$ cat config.mk
export PLATFORM = sky130hd
export DESIGN_NAME = sysctrl_initiator_flat
export DESIGN_NICKNAME = d
export VERILOG_FILES = /design/src/rtl/sysctrl_pkg.sv /design/src/rtl/sysctrl_initiator_if.sv /design/src/rtl/sysctrl_initiator.sv /design/src/flat_wrapper.sv
export SDC_FILE = /design/constraint.sdc
export NUM_CORES = 1
export LEC_CHECK = 0
export BUFFER_PORTS_ARGS = -buffer_cell sky130_fd_sc_hd__buf_2
export CAP_MARGIN = 20
export CELL_PAD_IN_SITES_DETAIL_PLACEMENT = 1
export CELL_PAD_IN_SITES_GLOBAL_PLACEMENT = 1
export CORE_UTILIZATION = 36
export DETAILED_ROUTE_END_ITERATION = 8
export HOLD_SLACK_MARGIN = 0.08
export PLACE_DENSITY = 0.86
export SYNTH_ARGS = -nofsm -noshare
export SYNTH_HDL_FRONTEND = slang
export SYNTH_SLANG_ARGS = --single-unit
$ cat constraint.sdc
create_clock -name clk -period 2.4 [get_ports clk]
set_input_delay 0.24 -clock clk [delete_from_list [all_inputs] [get_ports clk]]
set_output_delay 0.24 -clock clk [all_outputs]
set_load 0.05 [all_outputs]
$ cat src/rtl/sysctrl_pkg.sv
// Shared definitions for the system-control link: command codes, config ids,
// status magic bytes and the initiator FSM state encoding.
package sysctrl_pkg;

    localparam logic [7:0] CMD_STATUS  = 8'd0;
    localparam logic [7:0] CMD_LEDS    = 8'd1;
    localparam logic [7:0] CMD_COLOR   = 8'd2;
    localparam logic [7:0] CMD_BUTTONS = 8'd3;
    localparam logic [7:0] CMD_CONFIG  = 8'd4;
    localparam logic [7:0] CMD_INT_ACK = 8'd5;
    localparam logic [7:0] CMD_INT_SRC = 8'd6;
    localparam logic [7:0] CMD_PORT    = 8'd7;
    localparam logic [7:0] CMD_MENU    = 8'd8;

    localparam logic [7:0] CFG_ID_R = "R";
    localparam logic [7:0] CFG_ID_Y = "Y";
    localparam logic [7:0] CFG_ID_W = "W";
    localparam logic [7:0] CFG_ID_X = "X";
    localparam logic [7:0] CFG_ID_S = "S";

    localparam logic [7:0] STATUS_MAGIC_LO = 8'h5c;
    localparam logic [7:0] STATUS_MAGIC_HI = 8'h42;

    typedef enum logic [2:0] {
        ST_IDLE,
        ST_CMD,
        ST_WAIT,
        ST_BYTE,
        ST_TAIL,
        ST_DONE
    } init_state_e;

    // Requested payload length limited to what the initiator can buffer.
    function automatic logic [3:0] clamp_len(input logic [3:0] len, input logic [3:0] max_len);
        return (len > max_len) ? max_len : len;
    endfunction

endpackage

$ cat src/rtl/sysctrl_initiator_if.sv
// Request/response and byte-link signals of the system-control initiator.
// The slave modport is the initiator itself; master is its user plus responder.
interface sysctrl_initiator_if;

    logic        req_valid;
    logic        req_ready;
    logic [7:0]  req_cmd;
    logic [3:0]  req_len;
    logic [63:0] req_payload;
    logic        rsp_valid;
    logic [63:0] rsp_data;
    logic        busy;
    logic        data_out_strobe;
    logic        data_out_start;
    logic [7:0]  data_out;
    logic [7:0]  data_in;

    modport master (
        output req_valid, req_cmd, req_len, req_payload, data_in,
        input  req_ready, rsp_valid, rsp_data, busy,
               data_out_strobe, data_out_start, data_out
    );

    modport slave (
        input  req_valid, req_cmd, req_len, req_payload, data_in,
        output req_ready, rsp_valid, rsp_data, busy,
               data_out_strobe, data_out_start, data_out
    );

endinterface

$ cat src/rtl/sysctrl_initiator.sv
// Initiating end of the byte-framed system-control link. Sends a command byte
// plus up to PAYLOAD_MAX payload bytes at STROBE_GAP spacing and gathers the
// responder's byte-wise answers into rsp_data. All outputs are registered.
module sysctrl_initiator
    import sysctrl_pkg::*;
#(
    parameter int STROBE_GAP  = 4,
    parameter int PAYLOAD_MAX = 8
) (
    input  logic                clk,
    input  logic                reset,
    sysctrl_initiator_if.slave  bus
);

    // WAIT lasts STROBE_GAP-1 cycles; the counter runs down to zero inclusive.
    localparam logic [7:0] GAP_LOAD = 8'(STROBE_GAP - 2);
    localparam logic [3:0] MAX_LEN  = 4'(PAYLOAD_MAX);

    init_state_e state_q, state_d;
    logic [3:0]  remain_q, remain_d;
    logic [2:0]  idx_q, idx_d;
    logic [63:0] payload_q, payload_d;
    logic [7:0]  gap_q, gap_d;
    logic        capture_q, capture_d;
    logic [2:0]  cap_idx_q, cap_idx_d;
    logic        req_ready_q, req_ready_d;
    logic        busy_q, busy_d;
    logic        rsp_valid_q, rsp_valid_d;
    logic [63:0] rsp_data_q, rsp_data_d;
    logic        strobe_q, strobe_d;
    logic        start_q, start_d;
    logic [7:0]  data_out_q, data_out_d;
    logic        accept;

    assign accept = bus.req_valid && req_ready_q;

    // Next-state logic; byte outputs are set on the transition into CMD/BYTE so
    // that the registered strobe lines up with the state it belongs to. The
    // command byte needs no separate latch: data_out_q itself holds it.
    always_comb begin
        state_d    = state_q;
        remain_d   = remain_q;
        idx_d      = idx_q;
        payload_d  = payload_q;
        gap_d      = gap_q;
        capture_d  = (state_q == ST_BYTE);
        cap_idx_d  = idx_q;
        rsp_data_d = rsp_data_q;
        strobe_d   = 1'b0;
        start_d    = 1'b0;
        data_out_d = data_out_q;

        if (capture_q) begin
            rsp_data_d[{cap_idx_q, 3'b000} +: 8] = bus.data_in;
        end

        case (state_q)
            ST_IDLE, ST_DONE: begin
                if (accept) begin
                    state_d    = ST_CMD;
                    remain_d   = clamp_len(bus.req_len, MAX_LEN);
                    idx_d      = 3'd0;
                    payload_d  = bus.req_payload;
                    rsp_data_d = '0;
                    strobe_d   = 1'b1;
                    start_d    = 1'b1;
                    data_out_d = bus.req_cmd;
                end else begin
                    state_d = ST_IDLE;
                end
            end
            ST_CMD: begin
                if (remain_q == 4'd0) begin
                    state_d = ST_TAIL;
                end else begin
                    state_d = ST_WAIT;
                    gap_d   = GAP_LOAD;
                end
            end
            ST_WAIT: begin
                if (gap_q == 8'd0) begin
                    state_d    = ST_BYTE;
                    strobe_d   = 1'b1;
                    data_out_d = payload_q[{idx_q, 3'b000} +: 8];
                end else begin
                    gap_d = gap_q - 8'd1;
                end
            end
            ST_BYTE: begin
                remain_d = remain_q - 4'd1;
                if (remain_q == 4'd1) begin
                    state_d = ST_TAIL;
                end else begin
                    state_d = ST_WAIT;
                    gap_d   = GAP_LOAD;
                    idx_d   = idx_q + 3'd1;
                end
            end
            ST_TAIL: begin
                state_d = ST_DONE;
            end
            default: begin
                state_d = ST_IDLE;
            end
        endcase

        req_ready_d = (state_d == ST_IDLE) || (state_d == ST_DONE);
        busy_d      = (state_d != ST_IDLE);
        rsp_valid_d = (state_d == ST_DONE);
    end

    // State and output registers with synchronous reset.
    always_ff @(posedge clk) begin
        if (reset) begin
            state_q     <= ST_IDLE;
            remain_q    <= 4'd0;
            idx_q       <= 3'd0;
            payload_q   <= '0;
            gap_q       <= 8'd0;
            capture_q   <= 1'b0;
            cap_idx_q   <= 3'd0;
            req_ready_q <= 1'b1;
            busy_q      <= 1'b0;
            rsp_valid_q <= 1'b0;
            rsp_data_q  <= '0;
            strobe_q    <= 1'b0;
            start_q     <= 1'b0;
            data_out_q  <= 8'h00;
        end else begin
            state_q     <= state_d;
            remain_q    <= remain_d;
            idx_q       <= idx_d;
            payload_q   <= payload_d;
            gap_q       <= gap_d;
            capture_q   <= capture_d;
            cap_idx_q   <= cap_idx_d;
            req_ready_q <= req_ready_d;
            busy_q      <= busy_d;
            rsp_valid_q <= rsp_valid_d;
            rsp_data_q  <= rsp_data_d;
            strobe_q    <= strobe_d;
            start_q     <= start_d;
            data_out_q  <= data_out_d;
        end
    end

    assign bus.req_ready       = req_ready_q;
    assign bus.busy            = busy_q;
    assign bus.rsp_valid       = rsp_valid_q;
    assign bus.rsp_data        = rsp_data_q;
    assign bus.data_out_strobe = strobe_q;
    assign bus.data_out_start  = start_q;
    assign bus.data_out        = data_out_q;

endmodule
$ cat src/flat_wrapper.sv
// flat-port wrapper written by rule: the top's interface ports become plain ports
module sysctrl_initiator_flat import sysctrl_pkg::*;
#(
    parameter int STROBE_GAP  = 4,
    parameter int PAYLOAD_MAX = 8
)
  (clk, reset, bus_req_valid, bus_req_cmd, bus_req_len, bus_req_payload, bus_data_in, bus_req_ready, bus_rsp_valid, bus_rsp_data, bus_busy, bus_data_out_strobe, bus_data_out_start, bus_data_out);
  sysctrl_initiator_if bus_i ();
  input  logic clk;
  input  logic reset;
  input wire logic [$bits(bus_i.req_valid)-1:0] bus_req_valid;
  input wire logic [$bits(bus_i.req_cmd)-1:0] bus_req_cmd;
  input wire logic [$bits(bus_i.req_len)-1:0] bus_req_len;
  input wire logic [$bits(bus_i.req_payload)-1:0] bus_req_payload;
  input wire logic [$bits(bus_i.data_in)-1:0] bus_data_in;
  output wire logic [$bits(bus_i.req_ready)-1:0] bus_req_ready;
  output wire logic [$bits(bus_i.rsp_valid)-1:0] bus_rsp_valid;
  output wire logic [$bits(bus_i.rsp_data)-1:0] bus_rsp_data;
  output wire logic [$bits(bus_i.busy)-1:0] bus_busy;
  output wire logic [$bits(bus_i.data_out_strobe)-1:0] bus_data_out_strobe;
  output wire logic [$bits(bus_i.data_out_start)-1:0] bus_data_out_start;
  output wire logic [$bits(bus_i.data_out)-1:0] bus_data_out;
  assign bus_i.req_valid = bus_req_valid;
  assign bus_i.req_cmd = bus_req_cmd;
  assign bus_i.req_len = bus_req_len;
  assign bus_i.req_payload = bus_req_payload;
  assign bus_i.data_in = bus_data_in;
  assign bus_req_ready = bus_i.req_ready;
  assign bus_rsp_valid = bus_i.rsp_valid;
  assign bus_rsp_data = bus_i.rsp_data;
  assign bus_busy = bus_i.busy;
  assign bus_data_out_strobe = bus_i.data_out_strobe;
  assign bus_data_out_start = bus_i.data_out_start;
  assign bus_data_out = bus_i.data_out;
  sysctrl_initiator #(.STROBE_GAP(STROBE_GAP), .PAYLOAD_MAX(PAYLOAD_MAX)) u_core (.clk(clk), .reset(reset), .bus(bus_i));
endmodule
-- Word-level counts from Yosys, hierarchy flattened
Index checks and enable logic that the tools add are counted.
- register bits: 163
- latch bits: 0
- RAM bits: 0
- ROM bits: 0
- bits of input ports: 87
- output and inout bits: 77
- logic and storage cells: 77
- memories: 0
- add/subtract/negate cells: 4
- multipliers: 0
- divide/modulo/power cells: 0
- $lt $le $gt $ge: 1
- equality and inequality tests: 12
- shift-type cells: 3
- multiplexer cells: 25
- bitwise gates (word level): 1
- reduce and logical (&&, ||, !) cells: 17
- operators by type and width (operator ; count):
    2-to-1 mux 64 bit ; 3
    bitwise mux 64 bit ; 1
    variable shift 8 x 8 -> 64 bit (first input constant) ; 1
    variable part select 64 x 7 -> 8 bit ; 1
    variable part select 8 x 8 -> 64 bit ; 1
    2-to-1 mux 8 bit ; 5
    one-hot mux 8 bit (3 select lines) ; 1
    one-hot mux 8 bit (2 select lines) ; 1
    2-to-1 mux 3 bit ; 5
    one-hot mux 3 bit (5 select lines) ; 1
    == test 3 bit (second input constant) ; 3
    logical NOT 8 bit ; 1
    2-to-1 mux 4 bit ; 2
    negator 6 -> 8 bit ; 1
    one-hot mux 4 bit (2 select lines) ; 1
    subtractor 8 x 1 -> 8 bit (second input constant) ; 1
    == test 3 x 2 -> 1 bit (second input constant) ; 2
    logical NOT 3 bit ; 2
    != test 2 bit (second input constant) ; 3
    one-hot mux 3 bit (2 select lines) ; 1
    AND reduction 3 bit ; 2
    nonzero test 3 bit ; 2
    == test 4 x 1 -> 1 bit (second input constant) ; 1
    greater-than comparator 4 bit (second input constant) ; 1
    14 further kinds ; 20

-- Longest topological paths before layout
Gate-level depths: netlist of run 1.
- word-level depth: 6
- depth in mapped cells: 10

-- Worst setup path after synthesis of run 1
OpenSTA, ideal clock, no wires.
- path type: reg-to-reg
- from: register u_core.cap_idx_q[0]
- to: register u_core.rsp_data_q[16], in the netlist u_core.bus.rsp_data[16]
- setup time: 117 ps
- arrival time: 2349 ps
- setup slack: -67 ps
- stages on the path, launching flop included: 10
- path buffers: 2
- clock period less this slack: 2467 ps
- cells stage by stage: dfxtp_1 > clkbuf_1 > inv_1 > ha_1 > ha_1 > o311ai_2 > or4b_2 > buf_6 > mux2i_1 > nor2_1
- cells in the longest elaborated chain, start to end: 6
- elaborated cells between the ends (all ways): 7
- those cells by class: add/sub: 1; shift: 2; mux: 4
- RTL lines (what ; line ; source):
    from (decl) ; sysctrl_initiator.sv:25 ; logic [2:0] cap_idx_q, cap_idx_d;
    from (signal assigned) ; sysctrl_initiator.sv:136 ; cap_idx_q <= cap_idx_d;
    negator 6 -> 8 bit * ; sysctrl_initiator.sv:54 ; rsp_data_d[{cap_idx_q, 3'b000} +: 8] = bus.data_in;
    variable part select 8 x 8 -> 64 bit / variable shift 8 x 8 -> 64 bit (equally long branches) ; sysctrl_initiator.sv:54 ;
    bitwise mux 64 bit * ; sysctrl_initiator.sv:54 ;
    2-to-1 mux 64 bit * ; sysctrl_initiator.sv:53 ; if (capture_q) begin
    2-to-1 mux 64 bit ; sysctrl_initiator.sv:59 ; if (accept) begin
    2-to-1 mux 64 bit * ; sysctrl_initiator.sv:57 ; case (state_q)
    to (signal assigned) ; sysctrl_initiator.sv:140 ; rsp_data_q <= rsp_data_d;
    to (decl) ; sysctrl_initiator.sv:29 ; logic [63:0] rsp_data_q, rsp_data_d;
Mark *: on every way between the ends. The rest lies on a longest branch, timed or not.
A chain may end at the register's enable or synchronous reset.

-- Final worst setup path of run 1
- from: register u_core.cap_idx_q[1]
- to: register u_core.rsp_data_q[35], in the netlist u_core.bus.rsp_data[35]
Same word-level chain as after synthesis.

==> key figures, run 1 <==
Status
  – Status: finished clean

STA
  – Clock period minus worst slack: 2310 ps
  – Setup TNS: 0 ps
  – Measured slew at the worst slew-check pin: 627 ps
  – Max transition margin: 0.582
  – Maximum clock frequency: 433 MHz
  – Final Max Slew Viols: 0
  – Count of endpoints failing setup in the final report: 0
  – Number of hold-slack violations in the final timing report: 0
  – Final Cycle Share: 0.962
  – Unrepaired setup endpoints after global routing: no
  – Clk_skew: 15.1 ps
  – Hold slack: 89.1 ps

Cells and area
  – Most frequent cells in the layout: 163 x buf_2, 163 x dfxtp_1, 142 x nand2_1
  – N_diodes: 0
  – Area overhead of the layout relative to synthesis: 32.9%
  – Net total in the final layout: 1,083
  – Ratio of cells with drive above 1 in the final layout: 0.237
  – Finished layout cell area: 9210 um2

GRT
  – Total Routing Usage GR: 0.234
  – Via count of the first global-routing pass: 6,945
  – Wire length of the first global-routing pass: 35,900 um
  – Pin count of the biggest net entering global routing: 66
  – Number of antenna violations at the first check in global routing: 0
  – GRT overflow: 0

Place
  – Global placement routability congestion: 0.770
  – Area after DPL: 7940 um2
  – Detailed placement HPWL: 14,100 um
  – Count of buffers inserted at the top-level ports: 163

Synthesis
  – Ys flop type: dfxtp_1
  – Post-synth net total: 874
  – Gate count after technology mapping: 779
  – Async set or reset register ratio after synthesis: 0
  – Distinct cell type count after synthesis: 60
  – Sequential area share after synthesis: 0.471
  – Yosys Warn Count: 0
  – Summed instance area of the synthesized netlist: 6930 um2
  – Number of storage elements in the synthesis netlist: 163
  – Synthesized area divided by synthesized cell count: 8.90 um2
  – Post-synth EDFFs: 0

Critical path
  – Cell occurring most often along the worst timing path: ha_1
  – Ordered list of cells on the worst path: inv_1 -> ha_1 -> ha_1 -> o311ai_2 -> buf_4 -> or4_4 -> mux2i_1 -> nor2_1
  – Type of element capturing the critical path: register
  – Family with the most delay on the worst path: simple AND/OR/NAND/NOR gates
  – Type of origin of the critical path: register
  – Worst Path Buf+Inv: 2
  – Cell with the biggest individual delay on the critical path: or4_4
  – CP Class: register to register
  – Worst path arrival time: 2630 ps
  – Data required time of the worst path: 2720 ps
  – Worst-path maximum fanout: 8
  – Critical Path Max Stage Delay: 520 ps

Pwr
  – Worst supply voltage drop on vdd: 0.558 mV
  – Leakage: 4.05 nW
  – Total power draw: 9.34 mW
  – Power density normalized to cell area: 1010 nW/um2

Drt
  – DRC violation total after the first TritonRoute iteration: 267
  – Final wirelength: 22,600 um
  – Routed len/inst: 18.3 um
  – Post-route DRC: 0
  – Iteration count of the initial detailed-routing pass: 4
  – Routed vias/inst: 5.22
  – Via total after detailed routing: 6,442
  – Antenna Violating Nets Remaining: 0

Floorplanning
  – Die area: 19,800 um2
  – Row count: 50
  – Chip width: 141 um
  – Chip Height: 141 um
  – Number of top-level design ports: 164
  – Area of the core region: 18,800 um2
  – Initial cell density of the core: 0.369

Clock network
  – Depth of the CTS H-tree: 4
  – CTS tree: done
  – CTS clock-pin slew for the worst setup and hold paths: 80 ps
  – CTS root buf: clkbuf_16
  – Clock latency at the later pin of the worst-skew pair: 430 ps
  – Clock buffer count from CTS: 17
  – Number of setup buffers added after CTS: 0
  – Sink Count: 163
  – Clock Path Buffers: 2

Worst hold path
  – HP Class: primary input to register

Run
  – Max cap viols: 0
## per-stage QoR
step | utilization | setup WS (ps) | instances
global route | 0.491 | 36.2 | 1235
detailed placement | 0.423 | 38.3 | 1137
finish | 0.491 | 91.9 | 1235
floorplan | - | 4.01 | 779
CTS | 0.491 | 103 | 1235
global placement | 0.423 | 163 | 1137
## registers in the layout (all words and copies together) (netlist names)
| signal | cells |
|---|---|
| u_core.cap_idx_d | 3 |
| u_core.state_q | 3 |
| u_core.remain_q | 4 |
| u_core.payload_q | 64 |
| u_core.bus.req_ready | 1 |
| u_core.capture_q | 1 |
| u_core.bus.rsp_data | 64 |
| u_core.bus.data_out_start | 1 |
| u_core.bus.data_out | 8 |
| u_core.bus.data_out_strobe | 1 |
| u_core.bus.rsp_valid | 1 |
| u_core.gap_q | 8 |
| u_core.bus.busy | 1 |
| u_core.cap_idx_q | 3 |
## logic make-up after synthesis
group	synth area share
simple gates	0.205
compound gates	0.122
xor+xnor	0.00379
mux	0.134
flops	0.471
fa+ha+maj	0.0144
buf+inv	0.0493
## layer usage
layer,up-vias,wire (um),GRT usage
met3,56,852,0.0476
li1,3093,-,-
met4,0,810,0.112
met2,171,11900,0.434
met5,-,0,0
met1,3122,9060,0.254
## synth_stat cells (3+ instances only)
cell type    n  area, um2
dfxtp_1    163       3260
nand2_1    142        533
mux2i_1     92        921
a21oi_1     79        395
nor2_1      79        297
clkbuf_1    25       93.8
buf_2       23        115
a22oi_1     16        120
inv_1       16       60.1
nor3_1      12       60.1
nand3_1     10       50.1
ha_1         8        100
nor2b_1      8       50.1
o21ai_0      8       40.0
a311oi_1     7       61.3
nand2b_1     7       43.8
nor4_1       7       43.8
and3_1       6       37.5
and2_1       4       25.0
buf_4        4       30.0
or3_1        4       25.0
or3b_2       4       35.0
a221oi_1     3       26.3
buf_6        3       33.8
nand3b_1     3       22.5
or2_2        3       18.8
## report_power, final
part	switching [mW]	leakage, nW	total (mW)	internal, mW
clock network	1.33	0.291	2.75	1.41
registers	0.362	1.33	3.54	3.18
logic	1.97	2.44	3.05	1.07
total	3.67	4.05	9.34	5.67
## worst paths after layout
path                   startpoint                 endpoint  slack (ps)  depth (start not counted)
max           u_core.cap_idx_q[1]  u_core.bus.rsp_data[35]          90                          8
min           bus_req_payload[43]     u_core.payload_q[43]          90                          3
max reg2reg   u_core.cap_idx_q[1]  u_core.bus.rsp_data[35]          90                          8
min reg2reg  u_core.payload_q[18]     u_core.payload_q[18]         460                          2
## worst register-to-register path: stages (launching register included)
cell,delay [ps]
dfxtp_1,420
inv_1,70
ha_1,210
ha_1,340
o311ai_2,150
buf_4,200
or4_4,520
mux2i_1,230
nor2_1,60
## area by class of cell
cell class                 count  area, um2
sequential                   163       3260
multi-input combinational    543       3340
fill                        2215       9560
timing repair buffer         247       1650
clock inverter                15        180
tap                          234        293
inverter                      16       60.1
clock buffer                  17        425
## repair_timing
| action | CTS | global route |
|---|---|---|
| hold endpoints to repair | 66 | 0 |
| hold buffers | 66 | 0 |
| endpoints found under the setup margin | 9 | 2 |
| gates cloned | 0 | 0 |
| resized for setup | 2 | 1 |
Note: power is estimated with default switching activity, not from simulation.
==> run 2, diff against run 1 <==
CORE_UTILIZATION = 40   (was 36)
PLACE_DENSITY = 0.9   (was 0.86)
clock period = 2.6 ns   (was 2.4 ns; I/O delays follow)
==> run 2 against run 1 <==
- register-to-register slack improved by 30 ps
- clock skew fell by 4.5 ps
- die area fell by 9.9%
- highest routed layer unchanged
- flip-flop and latch count did not move
- non-clock buffer count fell by 16
- combinational power fell by 7.5%
- fmax fell by 7.0%
- clock power fell by 7%
==> key figures, run 2 (synthesis results as in run 1) <==
Drt
  – Routed len/inst: 20.1 um (was 18.3 um)
  – Antenna Violating Nets Remaining: 0 (unchanged)
  – Final wirelength: 24,300 um (was 22,600 um)
  – Routed vias/inst: 5.41 (was 5.22)
  – Iteration count of the initial detailed-routing pass: 4 (unchanged)
  – Via total after detailed routing: 6,516 (was 6,442)
  – DRC violation total after the first TritonRoute iteration: 310 (was 267)
  – Post-route DRC: 0 (unchanged)

Clock network
  – Sink Count: 163 (unchanged)
  – Post_cts resized: 0 (was 2)
  – Depth of the CTS H-tree: 4 (unchanged)
  – CTS Hold Bufs: 53 (was 66)
  – CTS clock-pin slew for the worst setup and hold paths: 70 ps (was 80 ps)
  – Clock latency at the later pin of the worst-skew pair: 450 ps (was 430 ps)
  – Clock buffer count from CTS: 17 (unchanged)
  – CTS root buf: clkbuf_16 (unchanged)
  – CTS tree: done (unchanged)
  – Number of setup buffers added after CTS: 0 (unchanged)
  – Clock Path Buffers: 2 (unchanged)

Critical path
  – Type of element capturing the critical path: register (unchanged)
  – Data required time of the worst path: 2920 ps (was 2720 ps)
  – Startpoint of the lowest-slack register-to-register path: u_core.cap_idx_q[1] (unchanged)
  – CP Class: register to register (unchanged)
  – Type of origin of the critical path: register (unchanged)
  – Worst path arrival time: 2800 ps (was 2630 ps)
  – Critical Path Source: u_core.cap_idx_q[1] (unchanged)
  – Worst-path maximum fanout: 8 (unchanged)

Status
  – Status: finished clean (unchanged)

Worst hold path
  – HP Start: bus_req_len[0] (was bus_req_payload[43])
  – HP Class: primary input to register (unchanged)

Place
  – Global placement routability congestion: 0.787 (was 0.770)
  – Number of cells in the design after placement: 1,119 (was 1,137)
  – Count of buffers inserted at the top-level ports: 163 (unchanged)
  – Detailed placement HPWL: 14,400 um (was 14,100 um)
  – Post-Place Worst Slack: 211 ps (was 38.3 ps)
  – Area after DPL: 7890 um2 (was 7940 um2)

Floorplanning
  – Chip Height: 134 um (was 141 um)
  – Chip width: 134 um (was 141 um)
  – Initial cell density of the core: 0.414 (was 0.369)
  – Area of the core region: 16,800 um2 (was 18,800 um2)
  – Number of top-level design ports: 164 (unchanged)
  – Die area: 17,900 um2 (was 19,800 um2)
  – Row count: 47 (was 50)

STA
  – Hold slack: 88.1 ps (was 89.1 ps)
  – Maximum clock frequency: 403 MHz (was 433 MHz)
  – Count of endpoints failing setup in the final report: 0 (unchanged)
  – Final Max Slew Viols: 0 (unchanged)
  – Setup TNS: 0 ps (unchanged)
  – Measured slew at the worst slew-check pin: 574 ps (was 627 ps)
  – Final Cycle Share: 0.955 (was 0.962)
  – Final critical-path setup slack: 117 ps (was 91.9 ps)
  – Max transition margin: 0.613 (was 0.582)
  – Unrepaired setup endpoints after global routing: no (unchanged)
  – Number of hold-slack violations in the final timing report: 0 (unchanged)
  – Clock period minus worst slack: 2480 ps (was 2310 ps)
  – Clk_skew: 10.6 ps (was 15.1 ps)

GRT
  – Via count of the first global-routing pass: 7,130 (was 6,945)
  – Number of antenna violations at the first check in global routing: 0 (unchanged)
  – Wire length of the first global-routing pass: 38,200 um (was 35,900 um)
  – Pin count of the biggest net entering global routing: 73 (was 66)
  – GRT overflow: 0 (unchanged)
  – Total Routing Usage GR: 0.281 (was 0.234)

Pwr
  – Total power draw: 8.66 mW (was 9.34 mW)
  – Power density normalized to cell area: 959 nW/um2 (was 1010 nW/um2)
  – Leakage: 3.97 nW (was 4.05 nW)
  – Worst supply voltage drop on vdd: 0.574 mV (was 0.558 mV)

Cells and area
  – Finished layout cell area: 9020 um2 (was 9210 um2)
  – N_diodes: 0 (unchanged)
  – Most frequent cells in the layout: 163 x buf_2, 163 x dfxtp_1, 142 x nand2_1 (unchanged)
  – Fin cells: 1,205 (was 1,235)
  – Net total in the final layout: 1,067 (was 1,083)
  – Area overhead of the layout relative to synthesis: 30.1% (was 32.9%)
  – Layout Utilization: 0.538 (was 0.491)
  – Ratio of cells with drive above 1 in the final layout: 0.235 (was 0.237)

Run
  – Max cap viols: 0 (unchanged)
==> run 2: cell type report <==
cell class,instances,area [um2]
well taps,220,275
inverters,16,60.1
repair buffers,231,1500
flip-flops and latches,163,3260
clock inverters,15,168
multi-input cells,543,3330
fillers,1967,7740
clock buffers,17,425
==> run 2: final timing paths <==
check        slack (ps)                 endpoint  depth (start not counted)
max                 120  u_core.bus.rsp_data[17]                          7
min                  90       u_core.remain_q[0]                          3
max reg2reg         120  u_core.bus.rsp_data[17]                          7
min reg2reg         460     u_core.payload_q[38]                          2
==> run 2: per-layer routing <==
metal  vias up  share of wire  track usage
met3        73          0.045       0.0647
li1       3058              -            -
met1      3178           0.38        0.300
met2       207           0.53        0.507
met5         -              0            0
met4         0          0.041        0.157
==> run 2: power by group <==
group | internal (mW) | switching [mW]
registers | 2.94 | 0.334
logic | 0.966 | 1.86
clock network | 1.44 | 1.13
==> run 2: critical path, cell delays in order, from the launching register on <==
cell and delay (ps):
dfxtp_1 400, inv_1 70, ha_1 210, ha_1 350, o311ai_2 160, or4b_2 840
mux2i_1 240, nor2_1 90
==> run 3, diff against run 2 <==
GPL_TIMING_DRIVEN = 0   (was not set)
==> run 3 against run 2 <==
- fmax down 4.5%
- register-to-register slack worse by 120 ps
- non-clock buffer count up 24
- clock power down 3%
- highest routed layer unchanged
==> key figures, run 3 (synthesis results as in run 1) <==
Drt
  – Post-route DRC: 0 (unchanged)
  – Routed len/inst: 20.1 um (about the same)
  – DRC violation total after the first TritonRoute iteration: 372 (was 310)
  – Iteration count of the initial detailed-routing pass: 5 (was 4)
  – Routed vias/inst: 5.39 (was 5.41)
  – Via total after detailed routing: 6,619 (was 6,516)
  – Final wirelength: 24,700 um (was 24,300 um)
  – Antenna Violating Nets Remaining: 0 (unchanged)

Worst hold path
  – HP Start: bus_req_payload[40] (was bus_req_len[0])
  – HP Class: primary input to register (unchanged)

Floorplanning
  – Number of top-level design ports: 164 (unchanged)
  – Chip width: 134 um (unchanged)
  – Die area: 17,900 um2 (unchanged)
  – Row count: 47 (unchanged)
  – Initial cell density of the core: 0.414 (unchanged)
  – Chip Height: 134 um (unchanged)
  – Area of the core region: 16,800 um2 (unchanged)

Clock network
  – CTS root buf: clkbuf_16 (unchanged)
  – CTS clock-pin slew for the worst setup and hold paths: 70 ps (about the same)
  – Clock latency at the later pin of the worst-skew pair: 430 ps (was 450 ps)
  – Depth of the CTS H-tree: 4 (unchanged)
  – Sink Count: 163 (unchanged)
  – Clock buffer count from CTS: 17 (unchanged)
  – CTS tree: done (unchanged)
  – Clock Path Buffers: 2 (unchanged)

GRT
  – Via count of the first global-routing pass: 7,018 (was 7,130)
  – Wire length of the first global-routing pass: 37,800 um (was 38,200 um)
  – Number of antenna violations at the first check in global routing: 0 (unchanged)
  – Global routing usage on met2: 0.487 (was 0.507)
  – Met3 demand-to-capacity share in global routing: 0.0544 (was 0.0647)
  – Total Routing Usage GR: 0.277 (was 0.281)
  – Grt peak-use layer: met2 (unchanged)
  – GRT overflow: 0 (unchanged)
  – Pin count of the biggest net entering global routing: 17 (was 73)
  – GR Layer Usage met1: 0.322 (was 0.300)

STA
  – Hold slack: 89.1 ps (was 88.1 ps)
  – Setup TNS: 0 ps (unchanged)
  – Measured slew at the worst slew-check pin: 667 ps (was 574 ps)
  – Max transition margin: 0.556 (was 0.613)
  – Clock period minus worst slack: 2600 ps (was 2480 ps)
  – Final Cycle Share: 1.00 (was 0.955)
  – Number of hold-slack violations in the final timing report: 0 (unchanged)
  – Final Max Slew Viols: 0 (unchanged)
  – Final critical-path setup slack: 1.03 ps (was 117 ps)
  – Count of endpoints failing setup in the final report: 0 (unchanged)
  – Maximum clock frequency: 385 MHz (was 403 MHz)
  – Clk_skew: 9.86 ps (was 10.6 ps)

Cells and area
  – N_diodes: 0 (unchanged)
  – Layout Utilization: 0.537 (was 0.538)
  – Area overhead of the layout relative to synthesis: 29.9% (was 30.1%)
  – Net total in the final layout: 1,091 (was 1,067)
  – Most frequent cells in the layout: 186 x buf_2, 162 x dfxtp_1, 142 x nand2_1 (was 163 x buf_2, 163 x dfxtp_1, 142 x nand2_1)
  – Ratio of cells with drive above 1 in the final layout: 0.251 (was 0.235)
  – Leading cell type in the layout, fill and taps excluded: buf_2

Place
  – Detailed placement HPWL: 16,000 um (was 14,400 um)
  – Global placement routability congestion: 0.816 (was 0.787)
  – Count of buffers inserted at the top-level ports: 163 (unchanged)
  – Post-Place Worst Slack: -300 ps (was 211 ps)

Critical path
  – Critical Path Source: u_core.cap_idx_q[0] (was u_core.cap_idx_q[1])
  – CP Class: register to register (unchanged)
  – Worst-case reg-to-reg path depth: 10 (was 7)
  – FF-to-FF End: u_core.bus.rsp_data[49] (was u_core.bus.rsp_data[17])
  – Worst path arrival time: 2920 ps (was 2800 ps)
  – Data required time of the worst path: 2920 ps (about the same)
  – Startpoint of the lowest-slack register-to-register path: u_core.cap_idx_q[0] (was u_core.cap_idx_q[1])
  – Worst-path maximum fanout: 10 (was 8)
  – Type of element capturing the critical path: register (unchanged)
  – Register-to-register setup slack: 1 ps (was 120 ps)
  – Type of origin of the critical path: register (unchanged)
  – Capturing instance or port of the critical path: u_core.bus.rsp_data[49] (was u_core.bus.rsp_data[17])

Status
  – Status: finished clean (unchanged)

Pwr
  – Total power draw: 8.73 mW (was 8.66 mW)
  – Worst supply voltage drop on vdd: 0.540 mV (was 0.574 mV)
  – Power density normalized to cell area: 969 nW/um2 (was 959 nW/um2)
  – Leakage: 3.96 nW (was 3.97 nW)

Run
  – Max cap viols: 0 (unchanged)
-- run 3: cell count changes in the layout (fill, tap and decap cells not counted), sizes merged --
cell	delta
buf	+18
clkinv	-2
clkbuf	+26
dlygate4sd3	-19
bufinv	-1
clkinvlp	+2
-- run 3: layout make-up --
cell class | instances | area, um2
fillers | 1977 | 7750
multi-input cells | 543 | 3360
flip-flops and latches | 163 | 3270
repair buffers | 199 | 1170
clock buffers | 18 | 429
plain buffers | 56 | 292
well taps | 220 | 275
clock inverters | 14 | 146
inverters | 16 | 60.1
-- run 3: per-layer routing --
metal / vias up / wire [um] / share of wire
met5: - / 0 / 0
met1: 3206 / 10200 / 0.41
li1: 3114 / - / -
met3: 61 / 1120 / 0.045
met2: 238 / 12500 / 0.51
met4: 0 / 836 / 0.034
-- run 3: where the power goes --
| group | leakage (nW) | switching [mW] | internal [mW] |
|---|---|---|---|
| Sequential | 1.33 | 0.280 | 2.94 |
| Clock | 0.270 | 1.14 | 1.35 |
| Combinational | 2.36 | 2.02 | 1.00 |
-- run 3: repair_timing --
action / CTS / global route
hold buffers: 34 / 1
buffers inserted: 0 / 1
resized for setup: 8 / 7
endpoints found under the setup margin: 46 / 21
hold endpoints to repair: 34 / 1
cloned: 0 / 0
-- run 3: how the worst min path moves through the flow --
stage | to | slack [ps] | cells after the start
final | u_core.payload_q[40] | 90 | 3
after global routing | u_core.payload_q[52] | 80 | 3
after CTS | u_core.payload_q[39] | 80 | 3
after detailed placement | u_core.payload_q[45] | 450 | 2
after global placement | u_core.payload_q[52] | 440 | 2
after floorplan | u_core.payload_q[0] | 400 | 2
-- run 3: per-stage QoR --
| step | cells | cell area (um2) |
|---|---|---|
| floorplan | 779 | 6930 |
| global placement | 1162 | 8020 |
| detailed placement | 1162 | 8020 |
| CTS | 1228 | 8970 |
| global route | 1229 | 9010 |
| finish | 1229 | 9010 |
-- run 3: worst max-delay path, cell delays in order, from the launching register on --
cell	delay [ps]
dfxtp_4	410
clkbuf_8	180
inv_1	50
ha_1	260
ha_1	270
clkbuf_2	240
nor2_2	250
o2111a_1	240
clkbuf_4	250
mux2i_1	260
nor2_1	80
